$ cat config.mk
export PLATFORM = sky130hd
export DESIGN_NAME = spi_reg_ctrl
export DESIGN_NICKNAME = d
export VERILOG_FILES = /design/src/rtl/spi_reg_ctrl.sv
export SDC_FILE = /design/constraint.sdc
export NUM_CORES = 1
export LEC_CHECK = 0
export ABC_AREA = 1
export BUFFER_PORTS_ARGS = -buffer_cell sky130_fd_sc_hd__clkbuf_2
export CORE_MARGIN = 4
export CORE_UTILIZATION = 25
export DETAILED_ROUTE_END_ITERATION = 12
export PLACE_DENSITY = 0.52
export SLEW_MARGIN = 20
export SYNTH_ARGS = -nofsm -noshare
export SYNTH_HDL_FRONTEND = slang
export SYNTH_SLANG_ARGS = --single-unit
$ cat constraint.sdc
create_clock -name clk -period 1.4 [get_ports clk]
set_input_delay 0.07 -clock clk [delete_from_list [all_inputs] [get_ports clk]]
set_output_delay 0.07 -clock clk [all_outputs]
set_load 0.05 [all_outputs]
$ cat src/rtl/spi_reg_ctrl.sv
// SPI-mode-0 slave exposing five 8-bit control registers for a PWM peripheral.
// Define SPI_READBACK_EN to return register contents on cipo during R/W=0 frames.
module spi_reg_ctrl #(
  parameter int MAX_ADDR = 4
) (
  input  logic       clk,
  input  logic       rst,
  input  logic       sclk,
  input  logic       copi,
  input  logic       ncs,
  output logic       cipo,
  output logic [7:0] en_reg_out_7_0,
  output logic [7:0] en_reg_out_15_8,
  output logic [7:0] en_reg_pwm_7_0,
  output logic [7:0] en_reg_pwm_15_8,
  output logic [7:0] pwm_duty_cycle,
  output logic       wr_done,
  output logic       frame_err
);

  localparam logic [6:0] MAX_A = 7'(MAX_ADDR);

  typedef enum logic [1:0] {IDLE, SHIFT, COMMIT} state_t;

  state_t      state_reg, state_next;
  logic [2:0]  sclk_sync_reg, copi_sync_reg, ncs_sync_reg;
  logic [1:0]  settle_reg;
  logic        armed_reg;
  logic [4:0]  cnt_reg, cnt_next;
  logic [15:0] shift_reg, shift_next;
  logic [7:0]  reg_vals [5];
  logic [6:0]  wr_addr;
  logic        sclk_rise, ncs_fall, ncs_rise, copi_bit;

  // Bit [1] is the synchronized level, bit [2] its one-cycle history.
  always_ff @(posedge clk) begin
    if (rst) begin
      sclk_sync_reg <= 3'b000;
      copi_sync_reg <= 3'b000;
      ncs_sync_reg  <= 3'b111;
    end else begin
      sclk_sync_reg <= {sclk_sync_reg[1:0], sclk};
      copi_sync_reg <= {copi_sync_reg[1:0], copi};
      ncs_sync_reg  <= {ncs_sync_reg[1:0], ncs};
    end
  end

  assign sclk_rise = sclk_sync_reg[1] & ~sclk_sync_reg[2];
  assign ncs_fall  = ~ncs_sync_reg[1] & ncs_sync_reg[2];
  assign ncs_rise  = ncs_sync_reg[1] & ~ncs_sync_reg[2];
  // copi as it stood just before the detected sclk rise
  assign copi_bit  = copi_sync_reg[2];
  assign wr_addr   = shift_reg[14:8];

  // A frame may only start once ncs has genuinely been seen high after reset;
  // settle_reg waits out the reset values still draining from the synchronizer.
  always_ff @(posedge clk) begin
    if (rst) begin
      settle_reg <= 2'b00;
      armed_reg  <= 1'b0;
    end else begin
      settle_reg <= {settle_reg[0], 1'b1};
      if (settle_reg[1] && ncs_sync_reg[1]) armed_reg <= 1'b1;
    end
  end

  always_ff @(posedge clk) begin
    if (rst) begin
      state_reg <= IDLE;
      cnt_reg   <= '0;
      shift_reg <= '0;
    end else begin
      state_reg <= state_next;
      cnt_reg   <= cnt_next;
      shift_reg <= shift_next;
    end
  end

  always_comb begin
    state_next = state_reg;
    cnt_next   = cnt_reg;
    shift_next = shift_reg;
    wr_done    = 1'b0;
    frame_err  = 1'b0;
    case (state_reg)
      IDLE: begin
        if (armed_reg && ncs_fall) begin
          state_next = SHIFT;
          cnt_next   = '0;
        end
      end
      SHIFT: begin
        if (ncs_rise) begin
          if (cnt_reg == 5'd16) begin
            state_next = COMMIT;
          end else begin
            state_next = IDLE;
            frame_err  = 1'b1;
          end
        end else if (sclk_rise) begin
          shift_next = {shift_reg[14:0], copi_bit};
          if (cnt_reg != 5'd17) cnt_next = cnt_reg + 5'd1;
        end
      end
      COMMIT: begin
        state_next = IDLE;
        wr_done    = shift_reg[15] && (wr_addr <= MAX_A);
      end
      default: state_next = IDLE;
    endcase
  end

  genvar gi;
  generate
    for (gi = 0; gi < 5; gi++) begin : g_reg
      logic [7:0] q_reg;
      always_ff @(posedge clk) begin
        if (rst) q_reg <= '0;
        else if (wr_done && wr_addr == 7'(gi)) q_reg <= shift_reg[7:0];
      end
      assign reg_vals[gi] = q_reg;
    end
  endgenerate

  assign en_reg_out_7_0  = reg_vals[0];
  assign en_reg_out_15_8 = reg_vals[1];
  assign en_reg_pwm_7_0  = reg_vals[2];
  assign en_reg_pwm_15_8 = reg_vals[3];
  assign pwm_duty_cycle  = reg_vals[4];

`ifdef SPI_READBACK_EN
  logic       sclk_fall, rd_ok;
  logic [6:0] rd_addr;
  logic [7:0] out_shift_reg;
  logic       cipo_reg;

  assign sclk_fall = ~sclk_sync_reg[1] & sclk_sync_reg[2];
  // Address as it will stand after the 8th shift; the R/W bit lands in shift_reg[6]->[7].
  assign rd_addr   = {shift_reg[5:0], copi_bit};
  assign rd_ok     = (rd_addr <= MAX_A) && (rd_addr < 7'd5);

  always_ff @(posedge clk) begin
    if (rst) begin
      out_shift_reg <= '0;
      cipo_reg      <= 1'b0;
    end else if (state_reg != SHIFT || ncs_rise) begin
      out_shift_reg <= '0;
      cipo_reg      <= 1'b0;
    end else if (sclk_rise && cnt_reg == 5'd7 && !shift_reg[6]) begin
      out_shift_reg <= rd_ok ? reg_vals[rd_addr[2:0]] : 8'h00;
    end else if (sclk_fall) begin
      cipo_reg      <= out_shift_reg[7];
      out_shift_reg <= {out_shift_reg[6:0], 1'b0};
    end
  end

  assign cipo = cipo_reg;
`else
  assign cipo = 1'b0;
`endif

endmodule

======== Word-level counts from Yosys, hierarchy flattened ========
Cells that the tools add are included.
operators by class
  bitwise gates (word level) .............. 7
  add/subtract/negate cells ............... 1
  $lt $le $gt $ge ......................... 1
  div/mod/pow operators ................... 0
  reductions and logical operators ........ 14
  eq/ne operators ......................... 13
  shift-type cells ........................ 0
  $mul .................................... 0
  multiplexer cells ....................... 14
operator list
  cell                                                                   count
  5-bit 2-to-1 mux                                                       4
  7-bit by 2-bit == test with 1-bit output, second input constant        2
  2-bit != test, second input constant                                   5
  5-bit one-hot mux with 2 select lines                                  1
  1-bit logical AND                                                      8
  7-bit by 1-bit == test with 1-bit output, second input constant        1
  7-bit by 3-bit == test with 1-bit output, second input constant        1
  7-bit by 3-bit <= comparator with 1-bit output, second input constant  1
  7-bit zero test                                                        1
  2-bit 2-to-1 mux                                                       3
  5-bit by 1-bit adder with 5-bit output, second input constant          1
  5-bit == test, second input constant                                   1
  1-bit 2-to-1 mux                                                       5
  5-bit != test, second input constant                                   1
  5-bit AND reduction                                                    1
  1-bit inverter                                                         4
  2-bit one-hot mux with 2 select lines                                  1
  1-bit AND                                                              3
  3-bit AND reduction                                                    1
  2-bit by 1-bit == test with 1-bit output, second input constant        1
  2-bit == test, second input constant                                   1
  2-bit zero test                                                        1
  2-bit AND reduction                                                    1
  2-bit nonzero test                                                     1
storage, ports and cells
  memories ................................ 0
  latch bits .............................. 0
  word-level logic and storage cells ...... 64
  bits in registers ....................... 75
  output and inout port bits .............. 43
  input port bits ......................... 5
  memory bits (read-only) ................. 0
  RAM bits ................................ 0

======== Depth between registers and ports, before layout ========
  word-level depth ........................ 5
  gate-level depth with buffers ........... 10
  mapped depth without buffers ............ 10

======== Worst setup path after synthesis ========
OpenSTA, ideal clock, no wires.
  path kind ............................... reg-to-output
  start point ............................. register shift_reg[14]
  end point ............................... output port wr_done
  arrival ................................. 1.788 ns
  required time ........................... 1.330 ns
  path buffers ............................ 0
  slack ................................... -0.458 ns
  cell stages (with the launch flop) ...... 4
  cell sequence ........................... dfxtp_1 > nor2_2 > nand2_1 > a211oi_1
on the way
  cells in the longest elaborated chain, start to end .. 3
RTL lines
  element                                         RTL line  RTL
  from (decl)                                     30        logic [15:0] shift_reg, shift_next;
  from (signal assigned)                          75        shift_reg <= shift_next;
  7-bit by 3-bit <= comparator with 1-bit output  107       wr_done = shift_reg[15] && (wr_addr <= MAX_A);
  1-bit logical AND                               107
  1-bit 2-to-1 mux                                85        case (state_reg)
  to (decl)                                       17        output logic wr_done,
Every way passes these cells.

======== Final worst setup path ========
  start point ............................. register shift_reg[11]
  end point ............................... register g_reg[3].q_reg[3], in the netlist en_reg_pwm_15_8[3]
on the way
  cells in the longest elaborated chain, start to end .. 4
  elaborated cells on any way between the ends .. 5
  those cells by class .................... 1 x order compare; 1 x eq/ne; 1 x mux; 2 x reduce/logical
RTL lines
  element                                         RTL line  RTL
  7-bit by 3-bit <= comparator with 1-bit output  107
  1-bit logical AND                               107
  1-bit 2-to-1 mux                                85
  1-bit logical AND *                             119       else if (wr_done && wr_addr == 7'(gi)) q_reg <= shift_reg[7:0];
  to (signal assigned)                            119
  to (decl)                                       116       logic [7:0] q_reg;
Every way passes the cells marked *; elsewhere a longest branch is shown, timed or not.
A chain may end at the register's enable or synchronous reset.

==> impl_metrics.json <==
{
  "antenna_found_initial": 0,
  "required_ns": 1.62,
  "r2r_slack_ns": -0.03,
  "end_kind": "flop",
  "start_util_pct": 25.5,
  "crit_slowest_cell": "dfxtp_4",
  "largest_reg_flops": 16,
  "synthArstFlopShare_pct": 0,
  "clkTransAtPathRegs_ns": 0.05,
  "row_count": 41,
  "postSynthAreaPerCell_sq_um": 7.16,
  "rsz0062_at_grt": "yes",
  "yosysSeqAreaShare_pct": 46.8,
  "clk_latency_ns": 0.33,
  "first_pass_iters": 4,
  "synth.cell_area_sq_um": 3210,
  "start_kind": "flop",
  "syn_to_final_growth_pct": 41.9,
  "timing.final.hold_violations": 0,
  "violations": "setup timing",
  "core_sq_um": 12600,
  "holdPathStages": 2,
  "p_clk_share_pct": 51.5,
  "yosysUniqueCellTypes": 27,
  "synth_edf_count": 0,
  "switching_share_pct": 19.6,
  "syn-num-nets": 456,
  "fp.dieH_um": 121,
  "path_cells": "nor2_4, nand2_2, buf_6, a21oi_4, buf_4, clkbuf_16, nand4_1, nand2_1, nor2_2",
  "cts_buffers": 9,
  "place_ws_ns": -0.0197,
  "syn_inst": 448,
  "combPwrFrac_pct": 3.0,
  "post-route-period-util_pct": 102,
  "synth_warnings": 0,
  "final_core_util_pct": 36.2,
  "grt_pass1_vias": 2799,
  "cp_top_family": "buffers and inverters",
  "whs_ns": 0.401,
  "mostFrequentLayoutCells": "dfxtp_1, nand2_1, inv_1, nor2_1, clkbuf_2",
  "detailed_place_hpwl_um": 5310,
  "ys_ff_latch": 75,
  "fin_crit_ns": 1.43,
  "vias_per_cell": 4.17,
  "antenna_left": 0,
  "routedWlPerCell_um": 11.4,
  "cap_violations": 0,
  "drt_iter0_drc": 162,
  "gp_congestion": 0.793,
  "grt_pass1_wl_um": 13100,
  "power.leakage_nw": 1.97,
  "setup_viol_count_final": 11,
  "h-tree-depth": 3,
  "overflow": 0,
  "fmax_mhz": 697,
  "numClockSinks": 75,
  "worstHoldEndpoint": "copi_sync_reg[1]",
  "fill_cells": 1324,
  "finClkSkew_ns": 0.00998,
  "status": "complete, but fails checks",
  "vias": 2927,
  "powerDensity_nw_per_um2": 1040,
  "timing.final.ws_setup_ns": -0.0344,
  "seqPwrFrac_pct": 45.5,
  "final_common_cell": "dfxtp_1",
  "cts_root_buf": "clkbuf_16",
  "grtUsageTotal_pct": 11.0,
  "critPathKind": "reg2reg",
  "clock_path_buffers": 2,
  "port_buffers": 46,
  "ios": 48,
  "worstPathMaxFanout": 7,
  "drc": 0,
  "rr_worst_depth": 9,
  "drive_above_1_share_pct": 33.4,
  "die_x_um": 121,
  "wirelength_um": 7990,
  "timing.rr.start": "shift_reg[11]",
  "p_int_w": 0.00380,
  "p_sw_w": 0.000928,
  "cts_tree": "done",
  "peakVddDrop_mv": 0.783,
  "holdCritStartpoint": "copi_sync_reg[0]",
  "grt_start_max_net_pins": 56,
  "final_area_sq_um": 4550,
  "fin_nets": 534,
  "drv_slew": 0,
  "timing.rr.end": "en_reg_pwm_15_8[3]",
  "hp-class": "reg2reg",
  "slowest_delay_ns": 0.36,
  "synthFlopType": "dfxtp_1",
  "arrival_ns": 1.66,
  "critPathBufInv": 3,
  "dieArea_sq_um": 14700,
  "dpl-instance-area_sq_um": 3770,
  "antenna_cells": 0
}
==> routing by layer <==
layer  share of wire, %  global-route usage [%]  vias to the layer above
li1                   -                       -                     1560
met1                 46                    13.7                     1301
met2                 47                    18.1                       55
met3                5.2                    3.73                       11
met4                1.3                    3.29                        0
met5                  0                       0                        -
==> cell families after synthesis <==
logic type | synth area share [%]
AOI/OAI and AO/OA | 9.87
xor gates and xnor gates | 0.273
adders and majority gates | 1.17
buffers and inverters | 12.0
DFF | 46.8
other | 0.117
and+or+nand+nor | 29.8
==> metrics by stage <==
stage               power, W  std cells  TNS, ns
CTS                  0.00479        699   -0.159
global placement     0.00233        666        0
finish               0.00473        702   -0.189
floorplan            0.00230        448        0
global route         0.00489        702    -2.38
detailed placement   0.00233        666  -0.0788
==> how the worst max path moves through the flow <==
stage / start / cells past startpoint / end
after floorplan: shift_reg[14] / 3 / wr_done
after global placement: shift_reg[8] / 8 / en_reg_pwm_15_8[6]
after detailed placement: shift_reg[11] / 8 / en_reg_pwm_7_0[5]
after CTS: shift_reg[13] / 5 / wr_done
after global routing: shift_reg[11] / 9 / en_reg_pwm_15_8[1]
final: shift_reg[11] / 9 / en_reg_pwm_15_8[3]
==> Yosys cell counts (2+ instances only) <==
cell      number  area, sq um
nand2_1       84          315
inv_1         77          289
dfxtp_1       75         1500
nor2_1        61          229
a21oi_1       37          185
nand4_1       29          181
nand3_1       19         95.1
o21ai_1       12         60.1
clkbuf_1      11         41.3
o21ai_0        8         40.0
buf_2          4         20.0
nor2_4         4         45.0
buf_1          3         11.3
ha_1           3         37.5
nand3_2        3         30.0
nor2_2         3         18.8
buf_4          2         15.0
inv_2          2         7.51
nand2_2        2         12.5
or2_2          2         12.5
==> cell type report <==
class,count,area [sq um],share of cell area [%]
Clock buffer,13,250,5.50
Clock inverter,2,60.1,1.32
Inverter,79,309,6.79
Multi-Input combinational cell,274,1500,32.9
Sequential cell,75,1520,33.3
Tap cell,172,215,4.73
Timing Repair Buffer,87,706,15.5
==> worst reg2reg max path, stage by stage (launching register included) <==
cell       delay [ns]
dfxtp_4          0.36
nor2_4           0.10
nand2_2          0.07
buf_6            0.12
a21oi_4          0.18
buf_4            0.16
clkbuf_16        0.13
nand4_1          0.07
nand2_1          0.10
nor2_2           0.04
==> power by group through the flow <==
stage                     combinational, W  clock, W  sequential (W)
final                             0.000141   0.00244         0.00215
after global routing              0.000160   0.00257         0.00216
after CTS                         0.000138   0.00249         0.00216
after detailed placement          0.000127         0         0.00220
after global placement            0.000126         0         0.00220
after floorplan                  0.0000928         0         0.00220
==> what timing repair did <==
action,CTS,global route
gates resized for setup,32,67
hold endpoints to repair,4,0
endpoints found under the setup margin,23,42
hold buffers,4,0
setup buffers,12,3
cloned,3,1
pin swaps,6,40
No activity file was read; power rests on OpenSTA's default activity.
